**src/rtl/dca_matrix_lsu_arbiter.sv**
```systemverilog
// dca_matrix_lsu_arbiter
// Shares one DCA matrix LSU instruction port between NUM_REQ issuers.
// Grants are round-robin. Granted requester IDs are kept in issue order
// in a tag FIFO, and each LSU completion pulse is routed back to the
// requester that issued the instruction.
`ifndef BW_DCA_MATRIX_LSU_INST
`define BW_DCA_MATRIX_LSU_INST 32
`endif

module dca_matrix_lsu_arbiter #(
  parameter int NUM_REQ         = 2,
  parameter int BW_INST         = `BW_DCA_MATRIX_LSU_INST,
  parameter int MAX_OUTSTANDING = 4
) (
  input  logic                       clk,
  input  logic                       rst,
  input  logic                       clear,
  input  logic                       enable,
  input  logic [NUM_REQ-1:0]         req_inst_wvalid,
  output logic [NUM_REQ-1:0]         req_inst_wready,
  input  logic [NUM_REQ*BW_INST-1:0] req_inst_wdata,
  output logic [NUM_REQ-1:0]         req_done,
  output logic                       lsu_inst_wvalid,
  input  logic                       lsu_inst_wready,
  output logic [BW_INST-1:0]         lsu_inst_wdata,
  input  logic                       lsu_inst_done,
  output logic                       busy,
  output logic                       err_unexpected_done
);

  // ID width, FIFO address width, and outstanding counter width.
  localparam int IW = (NUM_REQ > 1) ? $clog2(NUM_REQ) : 1;
  localparam int AW = (MAX_OUTSTANDING > 1) ? $clog2(MAX_OUTSTANDING) : 1;
  localparam int OW = AW + 1;
  localparam logic [OW-1:0] MAX_OUT = OW'(MAX_OUTSTANDING);

  typedef enum logic [0:0] {
    IDLE  = 1'b0,
    ISSUE = 1'b1
  } state_t;

  state_t              state_r;
  state_t              state_nxt_s;
  logic [IW-1:0]       gnt_id_r;
  logic [IW-1:0]       gnt_id_nxt_s;
  logic [IW-1:0]       rr_ptr_r;
  logic [IW-1:0]       rr_ptr_nxt_s;
  logic [IW-1:0]       rr_sel_s;
  logic                rr_found_s;
  logic [IW:0]         rr_wrap_sum_s;
  logic [OW-1:0]       outstanding_r;
  logic [OW-1:0]       outstanding_nxt_s;
  logic [IW-1:0]       tag_mem_r [MAX_OUTSTANDING];
  logic [AW:0]         wr_ptr_r;
  logic [AW:0]         rd_ptr_r;
  logic                fifo_empty_s;
  logic [IW-1:0]       head_id_s;
  logic                grant_s;
  logic                handshake_s;
  logic                push_s;
  logic                pop_s;
  logic [NUM_REQ-1:0]  req_done_r;
  logic [NUM_REQ-1:0]  req_done_nxt_s;
  logic                err_r;
  logic                soft_rst_s;

  // Both reset sources behave identically.
  assign soft_rst_s   = rst | clear;
  // Pointers carry one extra wrap bit, so equal pointers mean empty.
  assign fifo_empty_s = (wr_ptr_r == rd_ptr_r);
  assign head_id_s    = tag_mem_r[rd_ptr_r[AW-1:0]];
  assign push_s       = handshake_s;
  // A done pulse only counts when a tag is already queued.
  assign pop_s        = lsu_inst_done & ~fifo_empty_s;

  // Round-robin search: first valid requester starting at rr_ptr, wrapping mod NUM_REQ.
  always_comb begin
    logic [IW:0] sum_v;
    logic [IW:0] cand_v;
    logic        hit_v;
    rr_found_s = 1'b0;
    rr_sel_s   = {IW{1'b0}};
    sum_v      = {(IW+1){1'b0}};
    cand_v     = {(IW+1){1'b0}};
    hit_v      = 1'b0;
    for (int k = 0; k < NUM_REQ; k++) begin
      sum_v  = {1'b0, rr_ptr_r} + (IW+1)'(k);
      cand_v = (sum_v >= (IW+1)'(NUM_REQ)) ? (sum_v - (IW+1)'(NUM_REQ)) : sum_v;
      for (int i = 0; i < NUM_REQ; i++) begin
        hit_v      = ~rr_found_s & (cand_v == (IW+1)'(i)) & req_inst_wvalid[i];
        rr_sel_s   = hit_v ? IW'(i) : rr_sel_s;
        rr_found_s = rr_found_s | hit_v;
      end
    end
  end

  // Priority moves to the requester after the one just accepted.
  always_comb begin
    rr_wrap_sum_s = {1'b0, gnt_id_r} + (IW+1)'(1);
    if (rr_wrap_sum_s >= (IW+1)'(NUM_REQ)) begin
      rr_ptr_nxt_s = handshake_s ? {IW{1'b0}} : rr_ptr_r;
    end else begin
      rr_ptr_nxt_s = handshake_s ? rr_wrap_sum_s[IW-1:0] : rr_ptr_r;
    end
  end

  // FSM next state: grant in IDLE when allowed, wait for LSU handshake in ISSUE.
  always_comb begin
    state_nxt_s  = state_r;
    gnt_id_nxt_s = gnt_id_r;
    grant_s      = 1'b0;
    handshake_s  = 1'b0;
    case (state_r)
      IDLE: begin
        if (enable && rr_found_s && (outstanding_r < MAX_OUT)) begin
          grant_s      = 1'b1;
          gnt_id_nxt_s = rr_sel_s;
          state_nxt_s  = ISSUE;
        end else begin
          state_nxt_s  = IDLE;
        end
      end
      ISSUE: begin
        if (lsu_inst_wready) begin
          handshake_s = 1'b1;
          state_nxt_s = IDLE;
        end else begin
          state_nxt_s = ISSUE;
        end
      end
      default: begin
        state_nxt_s = IDLE;
      end
    endcase
  end

  // Outstanding is reserved at grant and released at each accepted completion.
  always_comb begin
    outstanding_nxt_s = outstanding_r;
    case ({grant_s, pop_s})
      2'b10:   outstanding_nxt_s = outstanding_r + OW'(1);
      2'b01:   outstanding_nxt_s = outstanding_r - OW'(1);
      default: outstanding_nxt_s = outstanding_r;
    endcase
  end

  // Decode the popped head ID into the per-requester completion pulse.
  always_comb begin
    req_done_nxt_s = {NUM_REQ{1'b0}};
    for (int i = 0; i < NUM_REQ; i++) begin
      req_done_nxt_s[i] = pop_s & (head_id_s == IW'(i));
    end
  end

  // Accept and data steering toward the granted requester while in ISSUE.
  always_comb begin
    req_inst_wready = {NUM_REQ{1'b0}};
    lsu_inst_wdata  = {BW_INST{1'b0}};
    for (int i = 0; i < NUM_REQ; i++) begin
      req_inst_wready[i] = (state_r == ISSUE) & (gnt_id_r == IW'(i)) & lsu_inst_wready;
      lsu_inst_wdata     = ((state_r == ISSUE) && (gnt_id_r == IW'(i))) ?
                           req_inst_wdata[i*BW_INST +: BW_INST] : lsu_inst_wdata;
    end
  end

  // FSM state, grant ID, priority pointer and outstanding counter.
  always_ff @(posedge clk) begin
    if (soft_rst_s) begin
      state_r       <= IDLE;
      gnt_id_r      <= {IW{1'b0}};
      rr_ptr_r      <= {IW{1'b0}};
      outstanding_r <= {OW{1'b0}};
    end else begin
      state_r       <= state_nxt_s;
      gnt_id_r      <= gnt_id_nxt_s;
      rr_ptr_r      <= rr_ptr_nxt_s;
      outstanding_r <= outstanding_nxt_s;
    end
  end

  // Tag FIFO pointers; push on handshake, pop on accepted completion.
  always_ff @(posedge clk) begin
    if (soft_rst_s) begin
      wr_ptr_r <= {(AW+1){1'b0}};
      rd_ptr_r <= {(AW+1){1'b0}};
    end else begin
      wr_ptr_r <= push_s ? (wr_ptr_r + (AW+1)'(1)) : wr_ptr_r;
      rd_ptr_r <= pop_s  ? (rd_ptr_r + (AW+1)'(1)) : rd_ptr_r;
    end
  end

  // Tag FIFO storage; contents are only meaningful between the pointers.
  always_ff @(posedge clk) begin
    if (push_s) begin
      tag_mem_r[wr_ptr_r[AW-1:0]] <= gnt_id_r;
    end
  end

  // Registered completion pulse and sticky unexpected-done flag.
  always_ff @(posedge clk) begin
    if (soft_rst_s) begin
      req_done_r <= {NUM_REQ{1'b0}};
      err_r      <= 1'b0;
    end else begin
      req_done_r <= req_done_nxt_s;
      err_r      <= err_r | (lsu_inst_done & fifo_empty_s);
    end
  end

  assign lsu_inst_wvalid     = (state_r == ISSUE);
  assign busy                = (state_r == ISSUE) | (outstanding_r != {OW{1'b0}});
  assign req_done            = req_done_r;
  assign err_unexpected_done = err_r;

endmodule

```
**config.mk**
```make
export PLATFORM = sky130hd
export DESIGN_NAME = dca_matrix_lsu_arbiter
export DESIGN_NICKNAME = d
export VERILOG_FILES = /design/src/rtl/dca_matrix_lsu_arbiter.sv
export SDC_FILE = /design/constraint.sdc
export NUM_CORES = 1
export LEC_CHECK = 0
export ABC_AREA = 1
export ABC_CLOCK_PERIOD_IN_PS = 1900
export BUFFER_PORTS_ARGS = -buffer_cell sky130_fd_sc_hd__buf_2
export CAP_MARGIN = 20
export CORE_UTILIZATION = 36
export CTS_CLUSTER_DIAMETER = 80
export CTS_CLUSTER_SIZE = 28
export DETAILED_ROUTE_END_ITERATION = 8
export PLACE_DENSITY = 0.83
export SLEW_MARGIN = 20
export SYNTH_ARGS = -nofsm -noshare
export SYNTH_HDL_FRONTEND = slang
export SYNTH_SLANG_ARGS = --single-unit
export TNS_END_PERCENT = 5
```
**constraint.sdc**
```tcl
create_clock -name clk -period 1.9 [get_ports clk]
set_input_delay 0.38 -clock clk [delete_from_list [all_inputs] [get_ports clk]]
set_output_delay 0.38 -clock clk [all_outputs]
set_load 0.05 [all_outputs]
```
; Word-level counts from Yosys, hierarchy flattened
; Memory sizes are Yosys's and may differ from the RTL's. A register that Yosys moved wholly into a read port is not among the register bits.
; Cells that the tools add are included.
; W data, S select, Z words.
[op_classes]
mux = 21
magnitude_cmp = 4
shift = 0
reduce_logical = 9
n_eq_ne = 5
bitwise_logic = 28
mul = 0
div_mod_pow = 0
addsub = 8
[ops]
columns = operator, n
row1 = $mux W32, 2
row2 = $and A1 B1 Y1, 15
row3 = $mux W1, 13
row4 = $add A3 B1 Y3 const B, 3
row5 = $mux W2, 4
row6 = $not A1 Y1, 7
row7 = $eq A2 B1 Y1 const B, 3
row8 = $or A1 B1 Y1, 6
row9 = $pmux W3 S2, 1
row10 = $add A1 B1 Y2 const B, 2
row11 = $ge A2 B2 Y1 const B, 2
row12 = $logic_and A1 B1 Y1, 4
row13 = $logic_not A2 Y1, 2
row14 = $eq A3 B3 Y1, 1
row15 = $lt A3 B3 Y1 const B, 1
row16 = $reduce_bool A3 Y1, 1
row17 = $sub A3 B1 Y3 const B, 1
row18 = $eq A2 B2 Y1 const B, 1
row19 = $ge A1 B2 Y1 const B, 1
row20 = $pmux W1 S2, 1
row21 = $reduce_and A2 Y1, 1
row22 = $reduce_bool A2 Y1, 1
row23 = $sub A1 B2 Y2 const B, 1
row24 = $sub A2 B2 Y2 const B, 1
[totals]
mem_bits_ro = 0
latchBits = 0
word_cells = 84
ram_bits = 4
register_bits = 15
in_bits = 72
output_inout_bits = 39
memories = 1
[mem_list]
columns = memory, depth, width, read_ports, rd_clocked_by_memory_dff, write_ports, line
row1 = tag_mem_r, 4, 1, 1, 1, 1, 53  ; logic [IW-1:0] tag_mem_r [MAX_OUTSTANDING];

; Longest topological paths before layout
; Gate-level depths: netlist of run 1.
[depth]
ltp_word = 22
ltp_mapped = 13
ltp_nobuf = 13

; Least setup slack after synthesis of run 1
; No wires, ideal clock.
[synth_path]
kind = register to register
startpoint = reg state_r, in the netlist lsu_inst_wvalid
endpoint = reg outstanding_r[2]
setup_ps = 122
arrival_time_ps = 1943
path_buffers = 1
path_slack_ps = -165
required_ps = 1778
period_less_slack_ps = 2065
path_stages_with_launch = 11
path_cell_list = dfxtp_1 -> buf_6 -> nor2_4 -> o211ai_4 -> ha_1 -> inv_1 -> fa_1 -> a21oi_1 -> o21ai_0 -> o21ai_0 -> a21oi_1
[synth_between]
elab_chain_cells = 3
elab_cells_between_ends = 5
classes_between = eq/ne: 2 / mux: 2 / reduce/logical: 1
[synth_rtl]
columns = element, line
row1 = start: declaration, 42  ; state_t state_r;
row2 = start signal: assignment, 174  ; state_r <= state_nxt_s;
row3 = $mux W1 *, 113  ; case (state_r)
row4 = $eq A2 B1 Y1 or $eq A2 B2 Y1 (tied branches), 140  ; case ({grant_s, pop_s})
row5 = $pmux W3 S2 or $reduce_bool A2 Y1 (tied branches), n/a
row6 = end signal: assignment, 172  ; outstanding_r <= {OW{1'b0}};
row7 = end signal: assignment, 177  ; outstanding_r <= outstanding_nxt_s;
row8 = end: declaration, 51  ; logic [OW-1:0] outstanding_r;
; Mark *: on every way between the ends. The rest lies on a longest branch, timed or not.
; A chain may end at the register's enable or synchronous reset.

; Final worst setup path of run 1
[layout_path]
startpoint = reg wr_ptr_r[2]
endpoint = reg outstanding_r[2]
[layout_between]
elab_chain_cells = 5
elab_cells_between_ends = 7
classes_between = eq/ne: 3 / mux: 1 / bitwise: 2 / reduce/logical: 1
[layout_rtl]
columns = element, line
row1 = start: declaration, 54  ; logic [AW:0] wr_ptr_r;
row2 = start signal: assignment, 184  ; wr_ptr_r <= {(AW+1){1'b0}};
row3 = start signal: assignment, 187  ; wr_ptr_r <= push_s ? (wr_ptr_r + (AW+1)'(1)) : wr_ptr_r;
row4 = $eq A3 B3 Y1 *, 70  ; assign fifo_empty_s = (wr_ptr_r == rd_ptr_r);
row5 = $not A1 Y1 *, 74  ; assign pop_s = lsu_inst_done & ~fifo_empty_s;
row6 = $and A1 B1 Y1 *, 74
row7 = named net pop_s, 61  ; logic pop_s;
row8 = $eq A2 B1 Y1 or $eq A2 B2 Y1 (tied branches), 140
row9 = $pmux W3 S2 or $reduce_bool A2 Y1 (tied branches), n/a
; Mark *: on every way through the listed nets, which the timed path passes. The rest lies on a longest branch.

==> impl_metrics.env, run 1 <==
export IMPL_final_fill_count=366
export IMPL_drc=0
export IMPL_fin_crit_sh=0.963
export IMPL_end_kind="flip-flop"
export IMPL_die_h_um=65.6
export IMPL_rows=22
export IMPL_finalPower_w=0.00106
export IMPL_path_clk_slew_ns=0.08
export IMPL_timing_rr_start="wr_ptr_r[2]$_SDFFE_PP0P_"
export IMPL_fin_worst_skew_ns=0.00473
export IMPL_track_usage=0.190
export IMPL_totalWireLength_mm=4.24
export IMPL_antenna_found_initial=0
export IMPL_dpl_cell_area_sq_mm=0.00212
export IMPL_synth_edf_count=4
export IMPL_hp_class="in -> reg"
export IMPL_synth_warnings=0
export IMPL_avgRoutedWirePerCell_um=10.8
export IMPL_cp_startpoint="wr_ptr_r[2]$_SDFFE_PP0P_"
export IMPL_critPathBufInv=3
export IMPL_cts_buffer_depth=2
export IMPL_fp_dieW_um=65.6
export IMPL_powerDensity_mw_per_mm2=474
export IMPL_area_growth_pct=53.7
export IMPL_slew_violations=0
export IMPL_netlist_area_sq_mm=0.00146
export IMPL_grt_pass1_vias=1506
export IMPL_period_needed_ns=1.83
export IMPL_max_freq_mhz=547
export IMPL_critPathArrivalTime_ns=1.98
export IMPL_register_area_sq_um=470
export IMPL_drt_iter0_markers=32
export IMPL_gp_congestion=0.797
export IMPL_p_leak_nw=1.29
export IMPL_ys_seq_elements=21
export IMPL_cts_root_buf="clkbuf_8"
export IMPL_min_path_cells=4
export IMPL_grt_overflow_total=0
export IMPL_cts_sinks=21
export IMPL_postRouteAntennaNets=0
export IMPL_r2r_cells=13
export IMPL_start_util=0.386
export IMPL_drive_gt1_frac=0.452
export IMPL_ff2ff_setup_slack_ns=0.07
export IMPL_crit_type="reg -> reg"
export IMPL_insertion_delay_ns=0.26
export IMPL_num_io_pins=111
export IMPL_tightest_slew_ns=0.271
export IMPL_finalHoldViolCount=0
export IMPL_synthesis_nets=304
export IMPL_yosysSeqAreaShare=0.316
export IMPL_grt_max_degree=20
export IMPL_maxCapViolations=0
export IMPL_multi_input_area_sq_um=862
export IMPL_hold_ws_ns=0.417
export IMPL_r2r_end="outstanding_r[2]$_SDFFE_PP0P_"
export IMPL_viasPerCell=4.67
export IMPL_core_area_sq_mm=0.00377
export IMPL_outcome="complete, no violations"
export IMPL_rsz0062_at_grt="yes"
export IMPL_synth_area_per_cell_sq_um=6.47
export IMPL_irDropWorstVdd_uv=386
export IMPL_critPathSlowestCell="dfxtp_2"
export IMPL_fin_nets=423
export IMPL_required_ns=2.05
export IMPL_io_buffers=110
export IMPL_cp_max_fo=3
export IMPL_cts_htree_levels=1
export IMPL_synthDistinctLibCells=27
export IMPL_antenna_cells=0
export IMPL_max_stage_delay_ns=0.35
export IMPL_cts_buffers=3
export IMPL_cp_top_family="adder cells"
export IMPL_synth_cells=225
export IMPL_first_pass_iters=4
export IMPL_synth_ff_type="dfxtp_1"
export IMPL_cts_tree="built"
export IMPL_grt_pass1_wl_mm=6.30
export IMPL_finalInstanceArea_sq_mm=0.00224
export IMPL_setup_viol=0
export IMPL_path_cells="inv_1, nand2_1, nand2_2, nand3_2, nand2_2, inv_2, ha_1, inv_1, fa_2, a21oi_1, o21ai_1, o21ai_1, a21oi_1"
export IMPL_num_vias=1827
export IMPL_max_slew_margin=0.818
export IMPL_start_kind="flip-flop"
export IMPL_synthArstFlopShare=0
export IMPL_hp_start="rst"
export IMPL_holdPathEnd="req_done[0]$_SDFF_PP0_"
export IMPL_dieArea_sq_mm=0.00430
export IMPL_dp_hpwl_mm=3.30
-- flip-flops by register name, summed over array words and instances, names as in the netlist, named ones only --
signal and flops:
req_done 2, err_unexpected_done 1, tag_mem_r 4, lsu_inst_wvalid 1, outstanding_r 3, gnt_id_r 1, rd_ptr_r 3, rr_ptr_r 1
wr_ptr_r 3
-- cells in the final DEF, fill, tap and decap left out, drive strengths merged --
master and count:
buf 121, xnor2 1, clkinv 1, o211ai 1, nand3 37, o21ai 7
nor2 15, nand4 1, fa 1, clkbuf 6, a211oi 1, nor3 1
edfxtp 4, nand2 85, a21oi 12, nand3b 1, dfxtp 17, ha 6
inv 24, xor2 1
-- worst register-to-register path, stage by stage, from the launching register on --
cell and delay (ns):
dfxtp_2 0.35, inv_1 0.05, nand2_1 0.07, nand2_2 0.07, nand3_2 0.09, nand2_2 0.07, inv_2 0.06, ha_1 0.13
inv_1 0.06, fa_2 0.35, a21oi_1 0.15, o21ai_1 0.10, o21ai_1 0.13, a21oi_1 0.05
-- synthesized netlist by cell type, types with 2 or more instances --
| cell | instances | share of area |
|---|---|---|
| inv_1 | 20 | 0.052 |
| inv_2 | 4 | 0.010 |
| dfxtp_1 | 17 | 0.23 |
| o21ai_0 | 7 | 0.024 |
| nor2_2 | 2 | 0.0086 |
| a21oi_1 | 11 | 0.038 |
| ha_1 | 6 | 0.052 |
| nand2_1 | 80 | 0.21 |
| nor2_4 | 2 | 0.015 |
| edfxtp_1 | 4 | 0.082 |
| nor2_1 | 11 | 0.028 |
| clkbuf_1 | 5 | 0.013 |
| nand2_2 | 5 | 0.021 |
| nand3_1 | 36 | 0.12 |
| buf_2 | 3 | 0.010 |
-- report_power, final --
| group | switching [W] | internal [W] | leakage (nW) |
|---|---|---|---|
| clock | 0.000148 | 0.000146 | 0.0255 |
| sequential | 0.00000643 | 0.000461 | 0.177 |
| combinational | 0.000187 | 0.000113 | 1.08 |
-- metal layers --
| layer | GRT usage | part of all wire | vias to the layer above |
|---|---|---|---|
| met5 | 0 | 0 | - |
| met4 | 0.0598 | 0.019 | 0 |
| met3 | 0.0434 | 0.065 | 10 |
| met2 | 0.360 | 0.53 | 81 |
| met1 | 0.206 | 0.39 | 787 |
| li1 | - | - | 949 |
-- worst max-delay path by stage --
stage / endpoint / slack [ns] / cells past startpoint
global placement: outstanding_r[2]$_SDFFE_PP0P_ / 0.08 / 13
global route: lsu_inst_wdata[17] / -0.02 / 6
floorplan: outstanding_r[2]$_SDFFE_PP0P_ / 0.009 / 10
detailed placement: outstanding_r[2]$_SDFFE_PP0P_ / -0.01 / 13
CTS: lsu_inst_wdata[20] / 0.004 / 6
finish: outstanding_r[2]$_SDFFE_PP0P_ / 0.07 / 13
-- cell type report --
type	count	share of cell area
Multi-Input combinational cell	170	0.385
Timing Repair Buffer	124	0.317
Sequential cell	21	0.210
Inverter	24	0.0402
Tap cell	48	0.0268
Clock buffer	3	0.0184
Clock inverter	1	0.00224
-- stage by stage --
step	setup WS [ns]	std cells	setup TNS (ns)	util
3_3_place_gp	0.0756	386	0	0.561
3_5_place_dp	-0.0121	386	-0.0121	0.561
2_1_floorplan	0.00861	225	0	-
6_report	0.0707	391	0	0.594
4_1_cts	0.00419	390	0	0.586
5_1_grt	-0.0174	391	-0.0406	0.594
-- kinds of logic (layout without fill, tap and decap cells) --
logic type                 after synthesis  after routing  share of synthesized area
DFF                                     21             21                      0.316
and+or+nand+nor                        140            140                      0.424
buffers and inverters                   34            152                     0.0954
adders and majority gates                7              7                     0.0653
AOI/OAI and AO/OA                       21             21                     0.0876
xor gates and xnor gates                 2              2                     0.0120
-- what timing repair did --
item                                    CTS  global route
resized for setup                        21            12
endpoints found under the setup margin   20            34
buffers inserted                          0             1
hold buffers                              0             0
No activity file was read; power rests on OpenSTA's default activity.
==> run 2: changes to the inputs <==
--- a/config.mk
+++ b/config.mk
@@ -14,6 +14,7 @@
 export CTS_CLUSTER_SIZE = 28
 export DETAILED_ROUTE_END_ITERATION = 8
 export PLACE_DENSITY = 0.83
+export RECOVER_POWER = 25
 export SLEW_MARGIN = 20
 export SYNTH_ARGS = -nofsm -noshare
 export SYNTH_HDL_FRONTEND = slang
==> impl_metrics.env, run 2 (synthesis gave the netlist of run 1 again) <==
export IMPL_path_clk_slew_ns=0.08
export IMPL_path_cells="inv_2, nand2_2, nand2_2, nand3_2, nand2_2, inv_2, ha_1, inv_1, fa_2, a21oi_1, o21ai_1, o21ai_1, a21oi_1"
export IMPL_register_area_sq_um=468
export IMPL_powerDensity_mw_per_mm2=475
export IMPL_finalHoldViolCount=0
export IMPL_cts_buffer_depth=2
export IMPL_cts_htree_levels=1
export IMPL_max_stage_delay_ns=0.39
export IMPL_ctsHoldBuffers=0
export IMPL_rows=22
export IMPL_critPathArrivalTime_ns=2.02
export IMPL_num_io_pins=111
export IMPL_largest_register_ffs=4
export IMPL_max_slew_margin=0.608
export IMPL_fp_dieW_um=65.6
export IMPL_die_h_um=65.6
export IMPL_drt_iter0_markers=32
export IMPL_gp_congestion=0.797
export IMPL_outcome="complete, no violations"
export IMPL_required_ns=2.05
export IMPL_fin_crit_sh=0.984
export IMPL_track_usage=0.190
export IMPL_totalWireLength_mm=4.25
export IMPL_r2r_cells=13
export IMPL_cp_max_fo=4
export IMPL_slew_violations=0
export IMPL_grt_max_degree=20
export IMPL_critPathBufInv=3
export IMPL_setup_ws_ns=0.0299
export IMPL_final_cell_mix="88 x buf_2, 79 x nand2_1, 36 x nand3_1"
export IMPL_insertion_delay_ns=0.27
export IMPL_first_pass_iters=4
export IMPL_hp_class="in -> reg"
export IMPL_io_buffers=110
export IMPL_irDropWorstVdd_uv=386
export IMPL_multi_input_area_sq_um=862
export IMPL_cts_tree="built"
export IMPL_tightest_slew_ns=0.591
export IMPL_start_kind="flip-flop"
export IMPL_viasPerCell=4.66
export IMPL_cp_top_family="adder cells"
export IMPL_grt_pass1_vias=1506
export IMPL_p_leak_nw=1.28
export IMPL_dpl_cell_area_sq_mm=0.00212
export IMPL_path_depth=13
export IMPL_max_freq_mhz=535
export IMPL_cts_sinks=21
export IMPL_setup_viol=0
export IMPL_core_area_sq_mm=0.00377
export IMPL_dp_hpwl_mm=3.30
export IMPL_cts_root_buf="clkbuf_8"
export IMPL_finalInstanceArea_sq_mm=0.00223
export IMPL_final_fill_count=369
export IMPL_cts_buffers=3
export IMPL_postRouteAntennaNets=0
export IMPL_rsz0062_at_grt="yes"
export IMPL_drc=0
export IMPL_r2r_end="outstanding_r[2]$_SDFFE_PP0P_"
export IMPL_endpoint="outstanding_r[2]$_SDFFE_PP0P_"
export IMPL_dieArea_sq_mm=0.00430
export IMPL_drive_gt1_frac=0.440
export IMPL_end_kind="flip-flop"
export IMPL_ff2ff_setup_slack_ns=0.03
export IMPL_grt_pass1_wl_mm=6.30
export IMPL_antenna_cells=0
export IMPL_final_common_cell="buf_2"
export IMPL_critPathSlowestCell="dfxtp_1"
export IMPL_crit_type="reg -> reg"
export IMPL_cp_startpoint="wr_ptr_r[0]$_SDFFE_PP0P_"
export IMPL_fin_nets=423
export IMPL_num_vias=1822
export IMPL_path_common_cell="nand2_2"
export IMPL_fin_worst_skew_ns=0.00473
export IMPL_grt_overflow_total=0
export IMPL_pre_cts_ws_ns=-0.0121
export IMPL_timing_rr_start="wr_ptr_r[0]$_SDFFE_PP0P_"
export IMPL_avgRoutedWirePerCell_um=10.9
export IMPL_maxCapViolations=0
export IMPL_start_util=0.386
export IMPL_area_growth_pct=53.4
export IMPL_antenna_found_initial=0
export IMPL_period_needed_ns=1.87
## run 2: changes by cell type in the layout (fill, tap and decap cells not counted)
| cell | delta |
|---|---|
| dfxtp_2 | -2 |
| buf_2 | -2 |
| dfxtp_1 | +2 |
| clkbuf_1 | +2 |
## run 2: worst min-delay path by stage
| stage | depth (start not counted) | end | start | slack (ns) |
|---|---|---|---|---|
| 6_report | 4 | req_done[0]$_SDFF_PP0_ | rst | 0.42 |
| 5_1_grt | 4 | lsu_inst_wvalid$_SDFF_PP0_ | lsu_inst_wready | 0.42 |
| 4_1_cts | 4 | lsu_inst_wvalid$_SDFF_PP0_ | lsu_inst_wready | 0.41 |
| 3_5_place_dp | 1 | outstanding_r[0]$_SDFFE_PP0P_ | outstanding_r[0]$_SDFFE_PP0P_ | 0.44 |
| 2_1_floorplan | 1 | outstanding_r[0]$_SDFFE_PP0P_ | outstanding_r[0]$_SDFFE_PP0P_ | 0.42 |
| 3_3_place_gp | 1 | outstanding_r[0]$_SDFFE_PP0P_ | outstanding_r[0]$_SDFFE_PP0P_ | 0.43 |
## run 2: per-layer routing
metal | part of all wire | routed length, um | GRT usage | up-vias
met2 | 0.52 | 2230 | 0.360 | 81
met1 | 0.39 | 1660 | 0.206 | 782
met5 | 0 | 0 | 0 | -
met4 | 0.019 | 81 | 0.0598 | 0
li1 | - | - | - | 949
met3 | 0.065 | 276 | 0.0434 | 10
## run 2: per-stage QoR
| step | total power, W | cells | setup TNS (ns) | util | hold slack [ns] |
|---|---|---|---|---|---|
| global placement | 0.000763 | 386 | 0 | 0.561 | 0.433 |
| finish | 0.00106 | 391 | 0 | 0.592 | 0.417 |
| detailed placement | 0.000768 | 386 | -0.0121 | 0.561 | 0.445 |
| global route | 0.00111 | 391 | -0.0967 | 0.592 | 0.424 |
| CTS | 0.00106 | 390 | 0 | 0.586 | 0.414 |
| floorplan | 0.000643 | 225 | 0 | - | 0.422 |
## run 2: power by group
part / internal, W / switching (W)
combinational: 0.000113 / 0.000187
clock: 0.000146 / 0.000149
sequential: 0.000461 / 0.00000647
total: 0.000720 / 0.000342
## run 2: cell type report
type	count	area share
repair buffers	124	0.317
multi-input cells	170	0.386
well taps	48	0.0269
inverters	24	0.0403
flip-flops and latches	21	0.210
clock buffers	3	0.0185
clock inverters	1	0.00224
## run 2: timing repair
| item | 4_1_cts | 5_1_grt |
|---|---|---|
| endpoints found under the setup margin | 20 | 34 |
| buffers inserted | 0 | 1 |
| pin swaps | 0 | 0 |
| resized for setup | 21 | 12 |
## run 2: worst reg2reg max path, cell delays in order, from the launching register on
cell,delay (ns)
dfxtp_1,0.39
inv_2,0.06
nand2_2,0.06
nand2_2,0.06
nand3_2,0.09
nand2_2,0.07
inv_2,0.06
ha_1,0.13
inv_1,0.06
fa_2,0.35
a21oi_1,0.15
o21ai_1,0.10
o21ai_1,0.13
a21oi_1,0.05
